`src/rtl/btn_conditioner.sv`:
```
// Push-button conditioner: synchronises and debounces a raw pad, then derives
// press/release pulses and a press pulse train with auto-repeat while held.
module btn_conditioner #(
  parameter int SYNC_STAGES     = 2,
  parameter int DEBOUNCE_CYCLES = 250000,
  parameter int REPEAT_DELAY    = 12500000,
  parameter int REPEAT_PERIOD   = 2500000
) (
  input  logic       CLK_25MHZ,
  input  logic       RESET_N,
  input  logic       BTN_RAW,
  output logic       BTN,
  output logic       PRESS,
  output logic       RELEASE,
  output logic       REPEAT,
  output logic [1:0] o_dbg_state
);

  localparam int DW   = (DEBOUNCE_CYCLES > 1) ? $clog2(DEBOUNCE_CYCLES) : 1;
  localparam int RMAX = (REPEAT_DELAY > REPEAT_PERIOD) ? REPEAT_DELAY : REPEAT_PERIOD;
  localparam int RW   = (RMAX > 1) ? $clog2(RMAX) : 1;

  typedef enum logic [1:0] {
    ST_IDLE  = 2'd0,
    ST_DELAY = 2'd1,
    ST_RPT   = 2'd2
  } state_t;

  logic [SYNC_STAGES-1:0] r_sync;
  logic                   w_s;
  logic [DW-1:0]          r_dcnt;
  logic                   r_btn;
  logic                   r_press;
  logic                   r_release;
  logic                   r_repeat;
  logic                   w_accept;
  logic                   w_press;
  logic                   w_release;
  state_t                 r_state;
  state_t                 w_state_next;
  logic [RW-1:0]          r_rcnt;
  logic [RW-1:0]          w_rcnt_next;
  logic                   w_repeat_next;

  assign w_s = r_sync[SYNC_STAGES-1];

  always_ff @(posedge CLK_25MHZ or negedge RESET_N) begin
    if (!RESET_N) begin
      r_sync <= '0;
    end else begin
      r_sync <= {r_sync[SYNC_STAGES-2:0], BTN_RAW};
    end
  end

  // A level is accepted on the sample that completes DEBOUNCE_CYCLES disagreements in a row.
  assign w_accept  = (w_s != r_btn) && (r_dcnt == DW'(DEBOUNCE_CYCLES - 1));
  assign w_press   = w_accept && w_s;
  assign w_release = w_accept && !w_s;

  always_ff @(posedge CLK_25MHZ or negedge RESET_N) begin
    if (!RESET_N) begin
      r_dcnt    <= '0;
      r_btn     <= 1'b0;
      r_press   <= 1'b0;
      r_release <= 1'b0;
    end else begin
      r_press   <= w_press;
      r_release <= w_release;
      if (w_s == r_btn) begin
        r_dcnt <= '0;
      end else if (w_accept) begin
        r_btn  <= w_s;
        r_dcnt <= '0;
      end else begin
        r_dcnt <= r_dcnt + DW'(1);
      end
    end
  end

  always_ff @(posedge CLK_25MHZ or negedge RESET_N) begin
    if (!RESET_N) begin
      r_state  <= ST_IDLE;
      r_rcnt   <= '0;
      r_repeat <= 1'b0;
    end else begin
      r_state  <= w_state_next;
      r_rcnt   <= w_rcnt_next;
      r_repeat <= w_repeat_next;
    end
  end

  // The FSM reacts to the unregistered edge events so REPEAT lines up with PRESS.
  always_comb begin
    w_state_next  = r_state;
    w_rcnt_next   = r_rcnt;
    w_repeat_next = 1'b0;
    case (r_state)
      ST_IDLE: begin
        if (w_press) begin
          w_repeat_next = 1'b1;
          w_state_next  = ST_DELAY;
          w_rcnt_next   = '0;
        end
      end
      ST_DELAY: begin
        if (w_release) begin
          w_state_next = ST_IDLE;
          w_rcnt_next  = '0;
        end else if (r_rcnt == RW'(REPEAT_DELAY - 1)) begin
          w_repeat_next = 1'b1;
          w_state_next  = ST_RPT;
          w_rcnt_next   = '0;
        end else begin
          w_rcnt_next = r_rcnt + RW'(1);
        end
      end
      ST_RPT: begin
        if (w_release) begin
          w_state_next = ST_IDLE;
          w_rcnt_next  = '0;
        end else if (r_rcnt == RW'(REPEAT_PERIOD - 1)) begin
          w_repeat_next = 1'b1;
          w_rcnt_next   = '0;
        end else begin
          w_rcnt_next = r_rcnt + RW'(1);
        end
      end
      default: begin
        w_state_next = ST_IDLE;
        w_rcnt_next  = '0;
      end
    endcase
  end

  assign BTN         = r_btn;
  assign PRESS       = r_press;
  assign RELEASE     = r_release;
  assign REPEAT      = r_repeat;
  assign o_dbg_state = r_state;

endmodule

```
`config.mk`:
```
export PLATFORM = sky130hd
export DESIGN_NAME = btn_conditioner
export DESIGN_NICKNAME = d
export VERILOG_FILES = /design/src/rtl/btn_conditioner.sv
export SDC_FILE = /design/constraint.sdc
export NUM_CORES = 1
export LEC_CHECK = 0
export BUFFER_PORTS_ARGS = -buffer_cell sky130_fd_sc_hd__buf_2
export CORE_MARGIN = 2
export CORE_UTILIZATION = 40
export CTS_BUF_LIST = sky130_fd_sc_hd__clkbuf_8
export CTS_CLUSTER_DIAMETER = 30
export DETAILED_ROUTE_END_ITERATION = 6
export SETUP_SLACK_MARGIN = 0.5
export SYNTH_ARGS = -nofsm -noshare
export SYNTH_HDL_FRONTEND = slang
export SYNTH_SLANG_ARGS = --single-unit
```
`constraint.sdc`:
```
create_clock -name CLK_25MHZ -period 4.5 [get_ports CLK_25MHZ]
set_clock_uncertainty 0.05 [all_clocks]
set_input_delay 0.675 -clock CLK_25MHZ [delete_from_list [all_inputs] [get_ports CLK_25MHZ]]
set_output_delay 0.675 -clock CLK_25MHZ [all_outputs]
set_load 0.005 [all_outputs]
```
==> results of run 1 <==
[routing by layer]
| metal | vias up | global-route usage | part of all wire |
|---|---|---|---|
| met4 | 0 | 0.0404 | 0.011 |
| met5 | - | 0 | 0 |
| met3 | 7 | 0.0292 | 0.034 |
| met2 | 33 | 0.254 | 0.49 |
| li1 | 962 | - | - |
| met1 | 968 | 0.201 | 0.46 |
[final cells by class]
| cell class | count | share of cell area |
|---|---|---|
| Multi-Input combinational cell | 207 | 0.459 |
| Clock buffer | 5 | 0.0244 |
| Timing Repair Buffer | 8 | 0.0142 |
| Sequential cell | 50 | 0.443 |
| Clock inverter | 3 | 0.0133 |
| Tap cell | 77 | 0.0341 |
| Inverter | 9 | 0.0120 |
[final timing paths]
check | startpoint | end | slack [ns]
max | r_rcnt[0] | r_rcnt[9] | 1.84
min | r_sync[0] | r_sync[1] | 0.30
max reg2reg | r_rcnt[0] | r_rcnt[9] | 1.84
min reg2reg | r_sync[0] | r_sync[1] | 0.30
max in group asynchronous | RESET_N | r_rcnt[7] | 3.20
min in group asynchronous | RESET_N | r_rcnt[17] | 0.53
[cells by family (layout without fill, tap and decap cells)]
logic type,Yosys count,in the layout
DFF,50,50
and+or+nand+nor,140,140
xor gates and xnor gates,28,28
adders and majority gates,6,6
buffers and inverters,16,25
muxes,1,1
AOI/OAI and AO/OA,32,32
[stage by stage]
stage,util,hold slack (ns),power [uW],area (sq um),instances
global route,0.445,0.332,808,2820,359
finish,0.445,0.303,773,2820,359
CTS,0.445,0.306,787,2820,359
floorplan,-,0.281,469,2630,273
global placement,0.428,0.285,480,2720,351
detailed placement,0.428,0.285,481,2720,351
[power groups by stage]
stage               logic (uW)  clock network [uW]  registers [uW]
detailed placement        17.6                   0             463
finish                    16.3                 303             454
global placement          17.3                   0             463
global route              20.0                 333             455
floorplan                 6.44                   0             463
CTS                       17.5                 315             454
[cell usage after synthesis (3+ instances only)]
| library cell | n |
|---|---|
| dfrtp_1 | 50 |
| nor2_1 | 46 |
| nand2_1 | 31 |
| xor2_1 | 15 |
| nand3_1 | 13 |
| xnor2_1 | 13 |
| nand4_1 | 10 |
| inv_1 | 9 |
| nor3_1 | 8 |
| nor4_1 | 8 |
| o21ai_0 | 7 |
| ha_1 | 6 |
| a21oi_1 | 4 |
| a21o_1 | 3 |
| and3_1 | 3 |
| clkbuf_1 | 3 |
| o31ai_1 | 3 |
[registers in the layout, summed over array words and instances (netlist names)]
register and flops:
BTN 1, PRESS 1, RELEASE 1, REPEAT 1, o_dbg_state 2, r_dcnt 18, r_rcnt 24, r_sync 2
[critical path, delay by kind of cell (launching register included)]
| kind | cells | cell delay [ns] |
|---|---|---|
| AO/OA/AOI/OAI | 3 | 1.31 |
| AND/OR/NAND/NOR | 3 | 0.59 |
| flip-flops | 1 | 0.40 |
| adder cells (fa/ha/maj) | 1 | 0.21 |
[cells in the final DEF, fill, tap and decap left out, types with 3 or more instances in the layout]
cell type	synthesis	layout
and3_1	3	3
xor2_1	15	15
buf_2	1	8
nor2_1	46	46
nand2_1	31	31
xnor2_1	13	13
o31ai_1	3	3
o21ai_0	7	7
a21o_1	3	3
nand3_1	13	13
nor3_1	8	8
dfrtp_1	50	50
ha_1	6	6
nand4_1	10	10
clkbuf_8	0	5
nor4_1	8	8
a21oi_1	4	4
inv_1	9	11
==> reports/qor.txt, run 1 <==
Worst Setup Path Type -> flip-flop to flip-flop
clk slew on worst S/H paths -> 0.09 ns
critical path startpoint category -> flip-flop
post-CTS sizing -> 0
DP HPWL -> 3480 um
drt wl/cell -> 13.9 um
Initial Util -> 0.414
worst vdd rail ir drop -> 0.000178 V
Worst Max-Slew Pin Slew -> 1.09 ns
hold depth -> 0
worst-case clock buffer depth -> 2
Worst EP arrival -> 2.79 ns
GRT overflow -> 0
fraction of layout cells with a size suffix above 1 -> 0.0957
Pint -> 617 uW
Post-CTS Repair Setup Buffers -> 0
combinational fraction of design power -> 0.021
crit end category -> flip-flop
Post-CTS Hold Buffers -> 0
IO buf count -> 8
Fillers -> 624
ys flop type -> dfrtp_1
area leader, netlist -> dfrtp_1
Synth Area in Simple Gates -> 0.274
Final Max Tran Viols -> 0
Layout Nets -> 290
IO Pins -> 9
Leak -> 0.00124 uW
Adder-Cell Fraction of Synth Area -> 0.0286
root buf cell -> clkbuf_8
Required @ worst endpoint -> 4.63 ns
clock latency on the worst-skew pair -> 0.29 ns
Synth Area in XOR/XNOR -> 0.0934
worst relative slew slack -> 0.276
P_sw -> 156 uW
die area -> 7230 sq um
fmax -> 376 MHz
sequential share of power -> 0.587
Reg area -> 1250 sq um
DRT iter0 DRCs -> 171
P&R area growth vs syn -> 7.48%
fin crit period -> 2.66 ns
Clk pwr share -> 0.392
Mapped Area -> 2630 sq um
Worst Path Max Fanout -> 15
DRC viols -> 0
unrepaired setup endpoints after global routing -> no
Site Rows -> 29
Yosys top cell area share -> 0.476
area of the multi-input gates -> 1290 sq um
Syn Area/Cell -> 9.62 sq um
fin worst setup slack -> 1.84 ns
H-tree depth -> 2
minimum setup slack after placement -> 1.86 ns
cells on worst reg2reg path -> 7
post-route ant nets -> 0
Routed WL -> 4990 um
EDFF count, synth -> 0
gr usage total -> 0.151
global-route wire length before repair -> 9020 um
vias in the first global route -> 1959
Antenna Cells -> 0
Power Dens Cells -> 274 nW/um^2
Final Hold Viols -> 0
# Max-Cap Violations -> 0
net switching fraction of the power -> 0.202
die width -> 85.0 um
synthesized flop and latch total -> 50
Async SR Flop Fraction -> 1.00
TritonCTS buffer count -> 5
Synth warnings -> 0
final setup TNS -> 0 ns
Sink Count -> 50
Final Cycle Share -> 0.591
drt via density -> 5.49
Vias -> 1970
HP Class -> flip-flop to flip-flop
Syn Nets -> 282
endpoints failing setup -> 0
largest net degree at the start of global routing -> 51
Final Wtd Congestion -> 0.857
library cells used by synthesis -> 49
mux contribution to synthesized area -> 0.00429
core area -> 6350 sq um
Compound-Gate Fraction of Synth Area -> 0.0929
Syn Inst Count -> 273
TritonCTS clock tree -> yes
die height -> 85.0 um
largest family of logic cells by synthesized area -> simple AND/OR/NAND/NOR gates
slowest cell on the critical path -> o211ai_2
Detailed Routing Iterations Pass 1 -> 4
Synth area leaders -> dfrtp_1 (48%), nor2_1 (6.6%), xor2_1 (5.0%), nand2_1 (4.4%), xnor2_1 (4.3%)
crit-path cells -> ha_1 > and4_1 > nand3_2 > o41a_1 > o211ai_2 > nor2_1 > a221o_1
slowest stage delay, CP -> 0.52 ns
post-synthesis sequential area ratio -> 0.476
run status -> complete, no violations
initial antenna violation count -> 0
No activity file was read; power rests on OpenSTA's default activity.
==> inputs of run 2 (changes only) <==
- clock period: 4.5 -> 2.73 ns (I/O delays scaled with it)
==> run 2 against run 1 <==
Against the previous run:
- die area did not move
- first-iteration DRC count fell by 37%
- largest cell class unchanged
- via count grew 2.1%
- final cell count up 3.1%
==> reports/qor.txt, run 2 (same netlist as run 1, synthesis figures left out) <==
Antenna Cells -> 0
DRC viols -> 0
H-tree depth -> 2
Routed WL -> 5390 um
core area -> 6350 sq um
Vias -> 2012
Leak -> 0.00131 uW
crit-path cells -> ha_4 > and4_4 > nand3_4 > o41a_1 > o211ai_4 > buf_6 > buf_6 > nor4b_2 > a21o_1
IO buf count -> 8
fin worst setup slack -> 0.464 ns
Worst Max-Slew Pin Slew -> 0.757 ns
initial antenna violation count -> 0
worst-case clock buffer depth -> 2
die width -> 85.0 um
slowest cell on the critical path -> o41a_1
most frequent cells in the layout -> dfrtp_1 (48), nor2_1 (45), nand2_1 (31)
run status -> complete, no violations
Final Hold Viols -> 0
Sink Count -> 50
minimum setup slack after placement -> 0.250 ns
final setup TNS -> 0 ns
Worst EP arrival -> 2.42 ns
Power Dens Cells -> 401 nW/um^2
slowest stage delay, CP -> 0.43 ns
die height -> 85.0 um
fmax -> 441 MHz
HP Class -> input port to async pin
clk slew on worst S/H paths -> 0.09 ns
endpoints failing setup -> 0
Reg with most FFs -> r_rcnt
top flop regs -> r_rcnt (24), r_dcnt (18)
worst relative slew slack -> 0.491
Initial Util -> 0.414
clock latency on the worst-skew pair -> 0.31 ns
Final Wtd Congestion -> 0.816
drt via density -> 5.44
# Max-Cap Violations -> 0
largest net degree at the start of global routing -> 30
Top cell by count, worst path -> buf_6
DRT iter0 DRCs -> 108
Layout Nets -> 301
DP HPWL -> 3560 um
GRT overflow -> 0
P&R area growth vs syn -> 14.1%
flip-flop count of the largest register after layout -> 24
Detailed Routing Iterations Pass 1 -> 4
crit end category -> flip-flop
Final Max Tran Viols -> 0
root buf cell -> clkbuf_8
gr usage total -> 0.155
vias in the first global route -> 1959
Worst Path Max Fanout -> 7
die area -> 7230 sq um
fin crit period -> 2.27 ns
Required @ worst endpoint -> 2.89 ns
drt wl/cell -> 14.6 um
Site Rows -> 29
TritonCTS buffer count -> 5
worst vdd rail ir drop -> 0.000237 V
Final Cycle Share -> 0.830
Worst Setup Path Type -> flip-flop to flip-flop
fraction of layout cells with a size suffix above 1 -> 0.177
TritonCTS clock tree -> yes
unrepaired setup endpoints after global routing -> yes
post-route ant nets -> 0
global-route wire length before repair -> 9020 um
Final Power -> 1200 uW
critical path startpoint category -> flip-flop
most common cell after layout, fill and taps aside -> dfrtp_1
WHS -> 0.0110 ns
IO Pins -> 9
-- run 2: final cells by class --
cell class,count,area [sq um]
Clock buffer,5,68.8
Clock inverter,3,17.5
Fill cell,609,3350
Inverter,9,33.8
Multi-Input combinational cell,207,1400
Sequential cell,50,1250
Tap cell,77,96.3
Timing Repair Buffer,19,130
-- run 2: routing by layer --
layer / routed length [um] / track usage / vias to the layer above / part of all wire
met5: 0 / 0 / - / 0
met4: 97 / 0.0592 / 0 / 0.018
met3: 150 / 0.0263 / 8 / 0.028
met2: 2650 / 0.261 / 32 / 0.49
met1: 2500 / 0.198 / 978 / 0.46
li1: - / - / 994 / -
-- run 2: repair_timing --
item / in CTS / in global routing
pin swaps: 2 / 8
hold buffers: 0 / 0
setup endpoints to repair: 24 / 23
setup buffers: 1 / 6
gates resized for setup: 6 / 18
-- run 2: final timing paths --
kind                       startpoint          to  slack (ns)  cells past startpoint
max                         r_rcnt[1]   r_rcnt[2]        0.46                      9
min                           RESET_N  r_rcnt[12]        0.01                      1
max reg2reg                 r_rcnt[1]   r_rcnt[2]        0.46                      9
min reg2reg                 r_sync[0]   r_sync[1]        0.30                      0
max in group asynchronous     RESET_N   r_dcnt[7]        1.84                      2
min in group CLK_25MHZ        BTN_RAW   r_sync[0]        0.15                      1
-- run 2: stage by stage --
stage	cell area (sq um)	std cells	util
after floorplan	2630	273	-
after global placement	2750	355	0.433
after detailed placement	2750	355	0.433
after CTS	2870	364	0.452
after global routing	3000	370	0.472
final	3000	370	0.472
-- run 2: report_power, final --
part / switching, uW / leakage [uW] / total, uW / internal, uW
Clock: 247 / 0.0000493 / 425 / 178
Combinational: 22.2 / 0.000575 / 28.4 / 6.15
Sequential: 3.14 / 0.000688 / 748 / 745
-- run 2: critical path, delay by kind of cell (launching register included) --
kind,cells,cell delay (ns)
AO/OA/AOI/OAI,3,0.87
adder cells (fa/ha/maj),1,0.16
buffers and inverters,2,0.28
flip-flops,1,0.42
AND/OR/NAND/NOR,3,0.38
==> inputs of run 3 (changes only) <==
- ABC_AREA: unset -> 1
- clock period: 2.73 -> 1.93 ns (I/O delays scaled with it)
==> run 3 against run 2 <==
Against the previous run:
- first-iteration DRC count increased by 91%
- sequential power increased by 42%
- total power increased by 58%
- critical path type unchanged
- design area increased by 48%
- critical path depth unchanged
==> reports/qor.txt, run 3 <==
ys flop type -> dfrtp_1
global-route wire length before repair -> 14400 um
worst-case clock buffer depth -> 2
Routed WL -> 9270 um
Worst Setup Path Type -> flip-flop to flip-flop
largest net degree at the start of global routing -> 22
HP Class -> input port to flip-flop
GRT overflow -> 0
Synth warnings -> 0
clk slew on worst S/H paths -> 0.10 ns
crit end category -> flip-flop
hold depth -> 1
Required @ worst endpoint -> 2.13 ns
IO Pins -> 9
most common cell after layout, fill and taps aside -> nand2_1
initial antenna violation count -> 0
TritonCTS clock tree -> yes
Vias -> 3250
critical path startpoint category -> flip-flop
Post-synth top cells -> nand2_1 (123), nor2_1 (83), inv_1 (54)
Final Cell Area -> 4440 sq um
fmax -> 559 MHz
Initial Util -> 0.408
worst relative slew slack -> 0.669
worst vdd rail ir drop -> 0.000308 V
core area -> 8130 sq um
flip-flop count of the largest register after layout -> 24
DRC viols -> 0
Final Max Tran Viols -> 0
met2 wire length -> 4130 um
EDFF count, synth -> 0
die area -> 9040 sq um
Post-DP Area -> 3680 sq um
Antenna Cells -> 0
Syn Inst Count -> 467
top layer in use -> met4
Worst Path Max Fanout -> 6
Reg with most FFs -> r_rcnt
worst r2r src -> r_dcnt[0]
Final Wtd Congestion -> 0.935
fraction of layout cells with a size suffix above 1 -> 0.308
Clk pwr share -> 0.401
run status -> complete, no violations
Final Cycle Share -> 0.927
synthesized flop and latch total -> 50
unrepaired setup endpoints after global routing -> yes
top flop regs -> r_rcnt (24), r_dcnt (18)
met3 wire length -> 353 um
Detailed Routing Iterations Pass 1 -> 5
Syn Nets -> 476
DP HPWL -> 6410 um
Worst Max-Slew Pin Slew -> 0.496 ns
Mapped Area -> 3320 sq um
DRT iter0 DRCs -> 206
Final Hold Viols -> 0
net switching fraction of the power -> 0.228
drt via density -> 5.07
library cells used by synthesis -> 37
fin crit period -> 1.79 ns
root buf cell -> clkbuf_8
fin worst setup slack -> 0.141 ns
vias in the first global route -> 2932
Sink Count -> 50
Leak -> 0.00203 uW
Async SR Flop Fraction -> 1.00
P&R area growth vs syn -> 33.9%
Layout Nets -> 544
IO buf count -> 8
Syn Area/Cell -> 7.11 sq um
minimum setup slack after placement -> 0.0340 ns
sequential share of power -> 0.559
Pint -> 1460 uW
met1 WL -> 4600 um
placed instance count -> 592
drt wl/cell -> 14.5 um
post-route ant nets -> 0
gr usage total -> 0.205
post-route insts no fill -> 641
H-tree depth -> 2
final setup TNS -> 0 ns
TritonCTS buffer count -> 5
die width -> 95.1 um
Site Rows -> 33
cells on worst reg2reg path -> 9
Power Dens Cells -> 427 nW/um^2
P_sw -> 433 uW
clock latency on the worst-skew pair -> 0.31 ns
post-synthesis sequential area ratio -> 0.377
worst min-delay path startpoint -> BTN_RAW
combinational fraction of design power -> 0.040
area leader, netlist -> dfrtp_1
# Max-Cap Violations -> 0
Yosys top cell area share -> 0.377
most common cell in the netlist -> nand2_1
Worst EP arrival -> 1.99 ns
Synth area leaders -> dfrtp_1 (38%), nand2_1 (14%), nor2_1 (9.4%), inv_1 (6.1%), nand3_1 (5.0%)
endpoints failing setup -> 0
Setup crit start -> r_dcnt[0]
most frequent cells in the layout -> nand2_1 (109), nor2_1 (72), buf_4 (51)
die height -> 95.1 um
[run 3: cell types whose count changed after synthesis, sizes merged, moves of 8 or more]
cell   delta
nand2    +96
inv      +48
nor2     +45
nand3    +23
nor3     +13
xnor2    -11
o21ai    +10
nor4      -8
[run 3: power by group through the flow]
stage	clock network, uW	logic, uW	registers, uW
CTS	776	68.3	1060
finish	761	75.7	1060
detailed placement	0	56.1	1080
global placement	0	55.3	1080
global route	817	84.5	1060
floorplan	0	18.6	1080
[run 3: final timing paths]
check,to,slack (ns)
worst min register to register,r_sync[1],0.31
max in group asynchronous,r_rcnt[11],0.77
worst max register to register,r_rcnt[0],0.14
min in group asynchronous,r_dcnt[2],0.41
worst max-delay path,r_rcnt[0],0.14
worst min-delay path,r_sync[0],0.04
[run 3: logic make-up after synthesis]
| group | after synthesis | share of synthesized area |
|---|---|---|
| AOI/OAI and AO/OA | 30 | 0.0641 |
| xor gates and xnor gates | 19 | 0.0502 |
| adders and majority gates | 6 | 0.0226 |
| buffers and inverters | 67 | 0.0830 |
| DFF | 50 | 0.377 |
| and+or+nand+nor | 295 | 0.403 |
[run 3: metal layers]
metal / track usage / vias to the layer above
met2: 0.306 / 79
li1: - / 1627
met5: 0 / -
met4: 0.0483 / 0
met1: 0.306 / 1531
met3: 0.0364 / 13
[run 3: area by class of cell]
type                       count  area (sq um)
inverter                      57           235
tap                          105           131
clock buffer                   5          68.8
clock inverter                 3          41.3
multi-input combinational    351          2130
timing repair buffer          70           577
fill                         750          3690
sequential                    50          1260
[run 3: metrics by stage]
stage | total power (uW) | hold slack, ns | utilization
global placement | 1140 | 0.225 | 0.453
CTS | 1910 | 0.0395 | 0.506
floorplan | 1100 | -0.0561 | -
global route | 1960 | 0.0290 | 0.546
detailed placement | 1140 | 0.226 | 0.453
finish | 1900 | 0.0442 | 0.546
[run 3: timing repair]
| item | CTS | global route |
|---|---|---|
| gates resized for setup | 39 | 42 |
| gates cloned | 0 | 2 |
| hold buffers | 1 | 0 |
| setup endpoints to repair | 41 | 46 |
| buffers inserted | 18 | 20 |
| pin swaps | 16 | 29 |
| hold endpoints to repair | 19 | 0 |
[run 3: critical path: stages, from the launching register on]
cell and delay, ns:
dfrtp_1 0.41, ha_4 0.18, nand3_4 0.09, nor2_4 0.18, nand4_4 0.16, nand2_8 0.17, inv_16 0.05, nor2_8 0.17
nand2_4 0.13, o21ai_2 0.13
